### config.mk
export PLATFORM = sky130hd
export DESIGN_NAME = sa_tile_sequencer
export DESIGN_NICKNAME = d
export VERILOG_FILES = /design/src/rtl/sa_pkg.sv /design/src/rtl/sa_skew_lane.sv /design/src/rtl/sa_tile_sequencer.sv
export SDC_FILE = /design/constraint.sdc
export NUM_CORES = 1
export LEC_CHECK = 0
export ABC_AREA = 1
export CORE_MARGIN = 2
export CORE_UTILIZATION = 50
export DETAILED_ROUTE_END_ITERATION = 6
export GPL_TIMING_DRIVEN = 0
export HOLD_SLACK_MARGIN = 0.06
export PLACE_DENSITY = 0.87
export SYNTH_ARGS = -nofsm -noshare
export SYNTH_HDL_FRONTEND = slang
export SYNTH_SLANG_ARGS = --single-unit
### constraint.sdc
create_clock -name clk -period 1.5 [get_ports clk]
set_clock_uncertainty 0.05 [all_clocks]
set_input_delay 0.3 -clock clk [delete_from_list [all_inputs] [get_ports clk]]
set_output_delay 0.3 -clock clk [all_outputs]
set_load 0.02 [all_outputs]
### src/rtl/sa_pkg.sv
`default_nettype none
// +------------------------------------------------------------------+
// | sa_pkg : shared types and helpers for the systolic tile sequencer |
// | Rev 1.0                                                           |
// +------------------------------------------------------------------+
package sa_pkg;

  localparam int INWIDTH_DEFAULT = 8;

  typedef logic [INWIDTH_DEFAULT-1:0] operand_t;

  typedef enum logic [2:0] {
    IDLE  = 3'd0,
    CLEAR = 3'd1,
    FEED  = 3'd2,
    DRAIN = 3'd3,
    DONE  = 3'd4
  } state_t;

  // Cycles needed after the last beat for it to reach the far corner PE.
  function automatic int drain_len(input int rows, input int cols);
    return rows + cols - 2;
  endfunction

endpackage
`default_nettype wire

### src/rtl/sa_skew_lane.sv
`default_nettype none
// +------------------------------------------------------------------+
// | sa_skew_lane : enable-gated shift chain with zero injection       |
// | Rev 1.0                                                           |
// +------------------------------------------------------------------+
module sa_skew_lane #(
  parameter int DEPTH = 1,
  parameter int WIDTH = 8
) (
  input  logic             clk,
  input  logic             rstn,
  input  logic             en,
  input  logic             zero,
  input  logic [WIDTH-1:0] din,
  output logic [WIDTH-1:0] dout
);

  logic [DEPTH-1:0][WIDTH-1:0] chain;

  always_ff @(posedge clk) begin
    if (!rstn) begin
      chain <= '0;
    end else if (en) begin
      chain[0] <= zero ? '0 : din;
      for (int s = 1; s < DEPTH; s++) begin
        chain[s] <= chain[s-1];
      end
    end
  end

  assign dout = chain[DEPTH-1];

endmodule
`default_nettype wire

### src/rtl/sa_tile_sequencer.sv
`default_nettype none
// +------------------------------------------------------------------+
// | sa_tile_sequencer : feeds one output-stationary tile with skew    |
// | Rev 1.0                                                           |
// +------------------------------------------------------------------+
module sa_tile_sequencer
  import sa_pkg::*;
#(
  parameter int ROWS    = 8,
  parameter int COLS    = 8,
  parameter int INWIDTH = INWIDTH_DEFAULT,
  parameter int KMAX    = 256,
  parameter int KW      = $clog2(KMAX + 1)
) (
  input  logic                          clk,
  input  logic                          rstn,
  input  logic                          start,
  input  logic [KW-1:0]                 k_len,
  input  logic                          accumulate,
  input  logic                          in_valid,
  output logic                          in_ready,
  input  logic [ROWS-1:0][INWIDTH-1:0]  a_in,
  input  logic [COLS-1:0][INWIDTH-1:0]  w_in,
  output logic [ROWS-1:0][INWIDTH-1:0]  arr_a,
  output logic [COLS-1:0][INWIDTH-1:0]  arr_w,
  output logic                          arr_fire,
  output logic                          arr_clr,
  output logic                          busy,
  output logic                          tile_done,
  output logic                          err_klen
);

  localparam int            DRAIN_CYC  = drain_len(ROWS, COLS);
  localparam int            DW         = $clog2(ROWS + COLS);
  localparam logic [DW-1:0] DRAIN_LAST = DW'((DRAIN_CYC > 0) ? DRAIN_CYC - 1 : 0);
  localparam logic [KW:0]   KMAX_W     = (KW+1)'(KMAX);

  state_t          state;
  logic [KW-1:0]   klen_r;
  logic            acc_r;
  logic [KW-1:0]   beat_cnt;
  logic [DW-1:0]   drain_cnt;
  logic            klen_ok;
  logic            fire_int;
  logic            zero_inj;

  assign klen_ok  = (k_len != '0) && ({1'b0, k_len} <= KMAX_W);
  assign fire_int = ((state == FEED) && in_valid) || (state == DRAIN);
  assign zero_inj = (state == DRAIN);
  assign in_ready = (state == FEED);
  assign busy     = (state != IDLE);

  always_ff @(posedge clk) begin
    if (!rstn) begin
      state     <= IDLE;
      klen_r    <= '0;
      acc_r     <= 1'b0;
      beat_cnt  <= '0;
      drain_cnt <= '0;
      arr_fire  <= 1'b0;
      arr_clr   <= 1'b0;
      tile_done <= 1'b0;
      err_klen  <= 1'b0;
    end else begin
      // arr_fire lands on the same edge as the chain tails it qualifies.
      arr_fire  <= fire_int;
      arr_clr   <= 1'b0;
      tile_done <= 1'b0;
      err_klen  <= 1'b0;
      case (state)
        IDLE: begin
          if (start) begin
            if (klen_ok) begin
              klen_r <= k_len;
              acc_r  <= accumulate;
              state  <= CLEAR;
            end else begin
              err_klen <= 1'b1;
            end
          end
        end
        CLEAR: begin
          arr_clr   <= !acc_r;
          beat_cnt  <= '0;
          drain_cnt <= '0;
          state     <= FEED;
        end
        FEED: begin
          if (in_valid) begin
            beat_cnt <= beat_cnt + KW'(1);
            if (beat_cnt == klen_r - KW'(1)) begin
              state <= (DRAIN_CYC > 0) ? DRAIN : DONE;
            end
          end
        end
        DRAIN: begin
          drain_cnt <= drain_cnt + DW'(1);
          if (drain_cnt == DRAIN_LAST) begin
            state <= DONE;
          end
        end
        DONE: begin
          tile_done <= 1'b1;
          state     <= IDLE;
        end
        default: state <= IDLE;
      endcase
    end
  end

  for (genvar i = 0; i < ROWS; i++) begin : g_a_lane
    sa_skew_lane #(.DEPTH(i + 1), .WIDTH(INWIDTH)) u_lane (
      .clk  (clk),
      .rstn (rstn),
      .en   (fire_int),
      .zero (zero_inj),
      .din  (a_in[i]),
      .dout (arr_a[i])
    );
  end

  for (genvar j = 0; j < COLS; j++) begin : g_w_lane
    sa_skew_lane #(.DEPTH(j + 1), .WIDTH(INWIDTH)) u_lane (
      .clk  (clk),
      .rstn (rstn),
      .en   (fire_int),
      .zero (zero_inj),
      .din  (w_in[j]),
      .dout (arr_w[j])
    );
  end

endmodule
`default_nettype wire

Word level (Yosys, flattened, before mapping)
Cells that the tools add are included.

word-level totals
  bits in registers = 606
  latch bits = 0
  RAM bits = 0
  memory bits (read-only) = 0
  input port bits = 142
  output and inout bits = 134
  logic and storage cells = 137
  memories kept = 0

cells by class
  add/sub/neg operators = 3
  multipliers = 0
  div/mod/pow operators = 0
  $lt $le $gt $ge = 1
  equal/unequal tests = 11
  shift operators = 0
  muxes and demuxes = 27
  bitwise logic cells = 0
  reduce and logical (&&, ||, !) cells = 14

operator list
  cell                                                    number
  2-to-1 mux 8 bit                                        16
  case mux 9 bit (2 select lines)                         1
  2-to-1 mux 3 bit                                        5
  case mux 3 bit (4 select lines)                         1
  adder 9 x 1 -> 9 bit (second input constant)            1
  equality test 9 bit                                     1
  less-or-equal comparator 9 bit (second input constant)  1
  2-to-1 mux 9 bit                                        1
  nonzero test 9 bit                                      1
  subtractor 9 x 1 -> 9 bit (second input constant)       1
  != test 2 bit (second input constant)                   4
  case mux 4 bit (2 select lines)                         1
  equality test 3 x 2 -> 1 bit (second input constant)    2
  AND reduction 3 bit                                     2
  AND reduction 5 bit                                     1
  adder 4 x 1 -> 4 bit (second input constant)            1
  equality test 4 bit (second input constant)             1
  AND reduction 2 bit                                     2
  nonzero test 2 bit                                      2
  equality test 3 x 1 -> 1 bit (second input constant)    1
  equality test 3 bit (second input constant)             1
  logical NOT 3 bit                                       1
  nonzero test 3 bit                                      1
  logical AND 1 bit                                       2
  4 further kinds                                         5

Longest topological paths before layout
Gate-level depths: netlist of the first run.

  depth after elaboration = 5
  depth in mapped cells = 14

By module
Synthesis of the first run repeated with hierarchy kept, for this count alone.

second synthesis, totals
  cell total of the unflattened synthesis = 2864
  area, all modules = 23034.6 µm²

by module, submodules not included
  module                                 times used  cells an instance  area an instance (µm²)
  sa_skew_lane (g_a_lane[7].u_lane ...)  2           286                2331.0
  sa_skew_lane (g_a_lane[6].u_lane ...)  2           252                2173.3
  sa_skew_lane (g_a_lane[5].u_lane ...)  2           217                1760.4
  sa_skew_lane (g_a_lane[4].u_lane ...)  2           182                1440.1
  sa_skew_lane (g_a_lane[3].u_lane ...)  2           147                1167.4
  sa_skew_lane (g_a_lane[2].u_lane ...)  2           112                908.4
  sa_tile_sequencer                      1           246                1639.1
  sa_skew_lane (g_a_lane[1].u_lane ...)  2           77                 624.3
  sa_skew_lane (g_a_lane[0].u_lane ...)  2           36                 292.8

Worst setup path before layout of the first run
No wires, ideal clock.

  path kind = reg2reg
  start = reg state[2]
  end = reg g_a_lane[4].u_lane.chain[16] (netlist bit)
  setup time = 113 ps
  arrival time = 1584 ps
  slack = -247 ps
  stages on the path, launching flop included = 10
  path buffers = 3
  period minus slack after synthesis = 1747 ps
  path through = dfxtp_1 -> nor3_4 -> nand2_1 -> inv_2 -> nor2_4 -> buf_6 -> buf_6 -> buf_4 -> o21ai_1 -> nor2_1

between the ends
  cells in the longest elaborated chain, start to end = 3
  elaborated cells between the ends (all ways) = 4
  classes of those cells = eq/ne (2); reduce/logical (2)

ends and longest elaborated chain
  what                             RTL line                 RTL
  from (decl)                      sa_tile_sequencer.sv:38  state_t state;
  from (signal assigned)           sa_tile_sequencer.sv:92  state <= (DRAIN_CYC > 0) ? DRAIN : DONE;
  equality test 3 x 2 -> 1 bit     --
  via in_ready                     sa_tile_sequencer.sv:21  output logic in_ready,
  logical AND 1 bit                sa_tile_sequencer.sv:48  assign fire_int = ((state == FEED) && in_valid) || (state == DRAIN);
  logical OR 1 bit                 sa_tile_sequencer.sv:48
  to (signal, indexed assignment)  sa_skew_lane.sv:26       chain[s] <= chain[s-1];
  to (decl)                        sa_skew_lane.sv:18       logic [DEPTH-1:0][WIDTH-1:0] chain;

The timed path passes the listed nets, and every way through them passes these cells.
A chain may end at the register's enable or synchronous reset.

Worst setup path after layout of the first run
  start = reg state[1]
  end = reg g_a_lane[6].u_lane.chain, in the netlist g_a_lane[6].u_lane.dout[3]

between the ends
  cells in the longest elaborated chain, start to end = 3
  elaborated cells between the ends (all ways) = 4
  classes of those cells = eq/ne (2); reduce/logical (2)

ends and longest elaborated chain
  what                             RTL line
  equality test 3 x 2 -> 1 bit     sa_tile_sequencer.sv:48
  logical AND 1 bit                sa_tile_sequencer.sv:48
  logical OR 1 bit *               sa_tile_sequencer.sv:48
  to (signal, indexed assignment)  sa_skew_lane.sv:26
  to (decl)                        sa_skew_lane.sv:18

Mark *: on every way between the ends. The rest lies on a longest branch, timed or not.

==> impl_metrics.toml, run 1 <==
[outcome]
status = "finished, violations left"
violations = "setup timing"

[critical_path]
reg2reg_from = "state[1]$_SDFFE_PN0P_"
rr_worst_depth = 10
crit_type = "flip-flop to flip-flop"
r2r_end = "g_a_lane[6].u_lane.dout[3]$_SDFFE_PN0P_"
r2r_slack_ns = -0.29
critPathRequiredTime_ns = 1.95
crit_path_start_kind = "flip-flop"
worst_ep_arrival_time_ns = 2.24
worst-path-max-fanout = 12
crit_path_start = "state[1]$_SDFFE_PN0P_"
end_kind = "flip-flop"

[clock_network]
clkLatencyLatePin_ns = 0.62
cts_tree = "built"
cts-root-buf = "clkbuf_16"
clk_path_buf_depth = 3
cts_max_level = 2
numCtsBuffers = 59
cts_num_sinks = 606
clk_pin_slew_ns = 0.06
cts_hold_buf = 0

[sta]
period_minus_slack_ns = 1.79
rsz0062_at_grt = "yes"
slew_violations = 0
worst_pin_slew_ns = 0.821
hold_ws_ns = 0.178
finalHoldViolCount = 0
max_slew_margin_pct = 45.3
fin_ws_ns = -0.291
min_period_over_period_pct = 119
fmax_ghz = 0.558
setup_viol = 733

[hold_path]
min_path_cells = 3
hold-path-endpoint = "g_w_lane[7].u_lane.chain[6]$_SDFFE_PN0P_"
hp-start = "w_in[62]"
hold_class = "input port to flip-flop"

[drt]
wl_met2_um = 28400
m1WireLength_um = 23400
first_iter_violations = 1075
route.met3.wl_um = 3710
drc = 0
wl_per_cell_um = 15.0
routed_wl_um = 57400
via_count = 19300
highest_layer = "met5"
dr.pass1.iters = 5
viasPerCell = 5.04
final_antenna_net_count = 0

[finish]
final_cells = 3839
final_core_util_pct = 66.4
seq_area_mm2 = 0.0122
drive_gt1_share_pct = 20.6
n_fill_cell = 3356
finalNetCount = 3346
final_cell_mix = "nor2_1, dfxtp_1, nand2_1"
syn_to_final_growth_pct = 30.8
layout_commonest_cell = "nor2_1"
multiInputGateArea_mm2 = 0.00891

[floorplanning]
io_pins = 276
rows = 77
fp.dieW_um = 216
dieArea_mm2 = 0.0466
core_area_mm2 = 0.0442
die_y_um = 216
initial_core_util_pct = 50.7

[logic_synthesis]
ys_seq_elements = 606
yosys_most_used_dff = "dfxtp_1"
yosysSeqAreaShare_pct = 54.1
synthArstFlopShare_pct = 0
yosysTopAreaCellShare_pct = 54.1
synth_edf_count = 0
syn_area_mm2 = 0.0224
syn_nets = 2993
yosys-top-cells-area = "dfxtp_1, nor2_1, o21ai_1, buf_4, nand2_1"
synth_cells = 2847
yosys.area.top_type = "dfxtp_1"
synth_warnings = 0
avgSynthCellArea_um2 = 7.88
ys_types = 29

[power_and_ir_drop]
leakagePower_nw = 11.8
p_per_area_mw_per_mm2 = 2060
finalPower_mw = 60.4
peakVddDrop_uv = 1180

[run]
cap_violations = 0

[placed_design]
dpl.hpwl_um = 37900
dp_cells = 3714
gp_congestion = 0.884
io_buffers = 275

[grt]
grt_use_total_pct = 23.2
antenna_found_initial = 3
grt_max_degree = 17
grt_pass1_wl_um = 88400
grt_overflow = 0
grt_pass1_vias = 18100
[stage by stage]
step	setup TNS [ns]	setup slack, ns	area [um^2]
finish	-135.69	-0.291	29300
CTS	-143.85	-0.281	28300
global route	-196.32	-0.361	29300
floorplan	-94.73	-0.175	22500
detailed placement	-588.88	-1.57	26000
global placement	-579.05	-1.53	26000
[state kept, by name (all words and copies together), names as in the netlist]
register	flops
acc_r	1
arr_clr	1
arr_fire	1
beat_cnt	9
drain_cnt	4
err_klen	1
g_a_lane.u_lane.chain	224
g_a_lane.u_lane.dout	64
g_w_lane.u_lane.chain	224
g_w_lane.u_lane.dout	64
klen_r	9
state	3
tile_done	1
[final cells by class]
type	count	share of cell area (%)
Timing Repair Buffer	292	9.59
Sequential cell	606	41.4
Multi-Input combinational cell	1902	30.4
Tap cell	592	2.52
Clock inverter	31	1.58
Buffer	306	8.48
Clock buffer	76	5.56
Antenna cell	1	0.00853
Inverter	33	0.456
[per-layer routing]
layer  vias to the layer above  track usage [%]
met3                       127             5.45
met5                         -                0
met4                         6             8.44
li1                       9727                -
met1                      8982             27.6
met2                       495             40.6
[kinds of logic after synthesis]
logic type | share of synthesized area (%)
adders and majority gates | 0.223
buffers and inverters | 9.88
DFF | 54.1
and+or+nand+nor | 21.9
AOI/OAI and AO/OA | 13.7
xor gates and xnor gates | 0.312
[where the power goes]
part | internal (mW) | switching [mW] | leakage [nW]
registers | 20.7 | 2.87 | 4.94
logic | 9.48 | 11.6 | 5.82
clock network | 9.42 | 6.34 | 1.02
[cell usage after synthesis, types with 2 or more instances]
| master | number |
|---|---|
| nand4_1 | 3 |
| nand2_1 | 302 |
| xor2_1 | 6 |
| dfxtp_1 | 606 |
| xnor2_1 | 2 |
| buf_4 | 156 |
| inv_2 | 3 |
| clkbuf_1 | 75 |
| inv_1 | 29 |
| buf_2 | 33 |
| ha_1 | 4 |
| a21oi_1 | 143 |
| nor3b_1 | 3 |
| nand3_1 | 20 |
| o21ai_0 | 64 |
| nor3_1 | 5 |
| nor2_4 | 3 |
| nor2_1 | 938 |
| o21ai_1 | 401 |
| buf_6 | 42 |
[worst max-delay path, cell delays in order (launching register included)]
cell     delay, ns
dfxtp_2       0.34
inv_4         0.05
nor3_4        0.25
nand2_2       0.12
inv_4         0.11
nor2_4        0.06
buf_12        0.17
buf_12        0.16
buf_6         0.15
o21ai_1       0.16
nor2_1        0.07
[how the worst max path moves through the flow]
stage / cells after the start / to
2_1_floorplan: 10 / g_a_lane[2].u_lane.dout[0]$_SDFFE_PN0P_
3_3_place_gp: 6 / g_a_lane[2].u_lane.chain[8]$_SDFFE_PN0P_
3_5_place_dp: 6 / g_a_lane[2].u_lane.chain[8]$_SDFFE_PN0P_
4_1_cts: 3 / in_ready
5_1_grt: 10 / beat_cnt[6]$_SDFFE_PN0P_
6_report: 10 / g_a_lane[6].u_lane.dout[3]$_SDFFE_PN0P_
[what timing repair did]
| item | 4_1_cts | 5_1_grt |
|---|---|---|
| cloned | 0 | 4 |
| hold endpoints to repair | 0 | 0 |
| resized for setup | 395 | 259 |
| buffers inserted | 3 | 11 |
| endpoints found under the setup margin | 733 | 735 |
| pin swaps | 4 | 26 |
No activity file was read; power rests on OpenSTA's default activity.
==> inputs of run 2 (changes only) <==
SLEW_MARGIN = 30   (was default)
==> run 2 against run 1 <==
  * The flow still finishes with violations (setup timing)
  * Critical path depth down 1
  * Worst setup slack worse by 0.032 ns
  * Critical path type unchanged
  * Non-clock buffer count down 9
  * Cell count down 0.29%
  * Die area unchanged
  * Fmax down 1.8%
  * Sequential power about the same
  * Utilization up 0.079 points
==> impl_metrics.toml, run 2 (synthesized netlist as in run 1, its figures left out) <==
[sta]
min_period_over_period_pct = 122
fmax_ghz = 0.548
max_slew_margin_pct = 48.8
finalHoldViolCount = 0
worst_pin_slew_ns = 0.768
rsz0062_at_grt = "yes"
fin_ws_ns = -0.323
period_minus_slack_ns = 1.82
setup_viol = 729
slew_violations = 0

[critical_path]
end_kind = "flip-flop"
worst-path-max-fanout = 10
worst_ep_arrival_time_ns = 2.28
cp_common_cell = "buf_12"
reg2reg_from = "state[2]$_SDFFE_PN0P_"
crit_path_start_kind = "flip-flop"
path_buf_inv = 4
r2r_slack_ns = -0.32
rr_worst_depth = 9
slowest_delay_ns = 0.37
critPathTopFamily = "buffers and inverters"
r2r_end = "g_w_lane[7].u_lane.chain[22]$_SDFFE_PN0P_"
crit_chain = "nor3_4, nand2_2, inv_4, nor2_4, buf_12, buf_12, buf_6, o21ai_2, nor2_1"
crit_slowest_cell = "dfxtp_4"
critPathRequiredTime_ns = 1.96
crit_type = "flip-flop to flip-flop"

[floorplanning]
initial_core_util_pct = 50.7
core_area_mm2 = 0.0442
io_pins = 276
dieArea_mm2 = 0.0466
fp.dieW_um = 216
die_y_um = 216
rows = 77

[hold_path]
hp-start = "w_in[59]"
min_path_cells = 3
hold_class = "input port to flip-flop"
hold-path-endpoint = "g_w_lane[7].u_lane.chain[3]$_SDFFE_PN0P_"

[clock_network]
clk_pin_slew_ns = 0.07
cts-root-buf = "clkbuf_16"
clk_path_buf_depth = 3
clkLatencyLatePin_ns = 0.62
cts_num_sinks = 606
cts_hold_buf = 0
cts_tree = "built"
cts_max_level = 2
numCtsBuffers = 58

[outcome]
violations = "setup timing"
status = "finished, violations left"

[run]
cap_violations = 0

[placed_design]
dpl.hpwl_um = 37900
gp_congestion = 0.884
io_buffers = 275

[drt]
viasPerCell = 5.05
drc = 0
via_count = 19300
routed_wl_um = 57100
wl_per_cell_um = 14.9
first_iter_violations = 1028
final_antenna_net_count = 0
dr.pass1.iters = 5

[finish]
seq_area_mm2 = 0.0122
final_cell_mix = "nor2_1, dfxtp_1, nand2_1"
n_fill_cell = 3359
drive_gt1_share_pct = 20.7
syn_to_final_growth_pct = 31.0
final_core_util_pct = 66.4
biggestRegsByFlops = "g_a_lane.u_lane.chain: 224 flops, g_w_lane.u_lane.chain: 224 flops"
finalNetCount = 3336
layout_commonest_cell = "nor2_1"
multiInputGateArea_mm2 = 0.00899

[power_and_ir_drop]
p_per_area_mw_per_mm2 = 2050
leakagePower_nw = 11.8
peakVddDrop_uv = 1530
finalPower_mw = 60.3

[grt]
grt_overflow = 0
antenna_found_initial = 6
grt_use_total_pct = 23.1
grt_max_degree = 16
grt_pass1_wl_um = 88000
grt_pass1_vias = 18200
run 2: final cells by class:
cell class | instances | share of cell area (%)
clock buffers | 75 | 5.50
inverters | 33 | 0.456
well taps | 592 | 2.52
diodes | 2 | 0.0170
multi-input cells | 1902 | 30.6
repair buffers | 284 | 9.21
clock inverters | 29 | 1.59
flip-flops and latches | 606 | 41.4
plain buffers | 305 | 8.73
run 2: power by group:
group / total [mW] / switching (mW) / internal (mW)
clock network: 15.8 / 6.31 / 9.50
registers: 23.7 / 2.91 / 20.7
logic: 20.8 / 11.5 / 9.29
total: 60.3 / 20.8 / 39.5
run 2: what timing repair did:
item,4_1_cts,5_1_grt
pin swaps,4,10
endpoints found under the setup margin,734,734
endpoints found under the hold margin,0,0
resized for setup,373,319
buffers inserted,5,4
run 2: layer usage:
| layer | vias up | track usage (%) | wire, um |
|---|---|---|---|
| met5 | - | 0 | 69 |
| met1 | 8939 | 27.4 | 23200 |
| met4 | 10 | 9.49 | 2090 |
| li1 | 9731 | - | - |
| met3 | 124 | 5.47 | 3680 |
| met2 | 539 | 40.0 | 28000 |
run 2: metrics by stage:
stage | setup WS (ns) | setup TNS, ns | hold WS (ns) | cell area (um^2) | cells
detailed placement | -1.52 | -533.70 | 0.378 | 26000 | 3714
floorplan | -0.175 | -94.73 | 0.352 | 22500 | 2847
finish | -0.323 | -157.72 | 0.185 | 29400 | 3828
global placement | -1.53 | -579.05 | 0.379 | 26000 | 3714
global route | -0.409 | -213.11 | 0.173 | 29400 | 3827
CTS | -0.284 | -152.25 | 0.158 | 28400 | 3822
run 2: worst register-to-register path: cells and delay by family, from the launching register on:
family,cells,cell delay (ns)
flops,1,0.37
compound gates,1,0.16
simple gates,4,0.53
buf+inv,4,0.62
run 2: worst max path at each step:
| stage | slack (ns) | cells past startpoint | startpoint | end |
|---|---|---|---|---|
| after floorplan | -0.17 | 10 | state[1]$_SDFFE_PN0P_ | g_a_lane[2].u_lane.dout[0]$_SDFFE_PN0P_ |
| after global placement | -1.53 | 6 | rstn | g_a_lane[2].u_lane.chain[8]$_SDFFE_PN0P_ |
| after detailed placement | -1.52 | 6 | rstn | g_a_lane[2].u_lane.chain[8]$_SDFFE_PN0P_ |
| after CTS | -0.28 | 3 | state[1]$_SDFFE_PN0P_ | in_ready |
| after global routing | -0.41 | 9 | state[2]$_SDFFE_PN0P_ | g_a_lane[5].u_lane.chain[25]$_SDFFE_PN0P_ |
| final | -0.32 | 9 | state[2]$_SDFFE_PN0P_ | g_w_lane[7].u_lane.chain[22]$_SDFFE_PN0P_ |
==> inputs of run 3 (changes only) <==
TNS_END_PERCENT = 100   (was default)
==> results of run 3 <==
The final DEF is identical to that of run 2; final timing and power are the same.
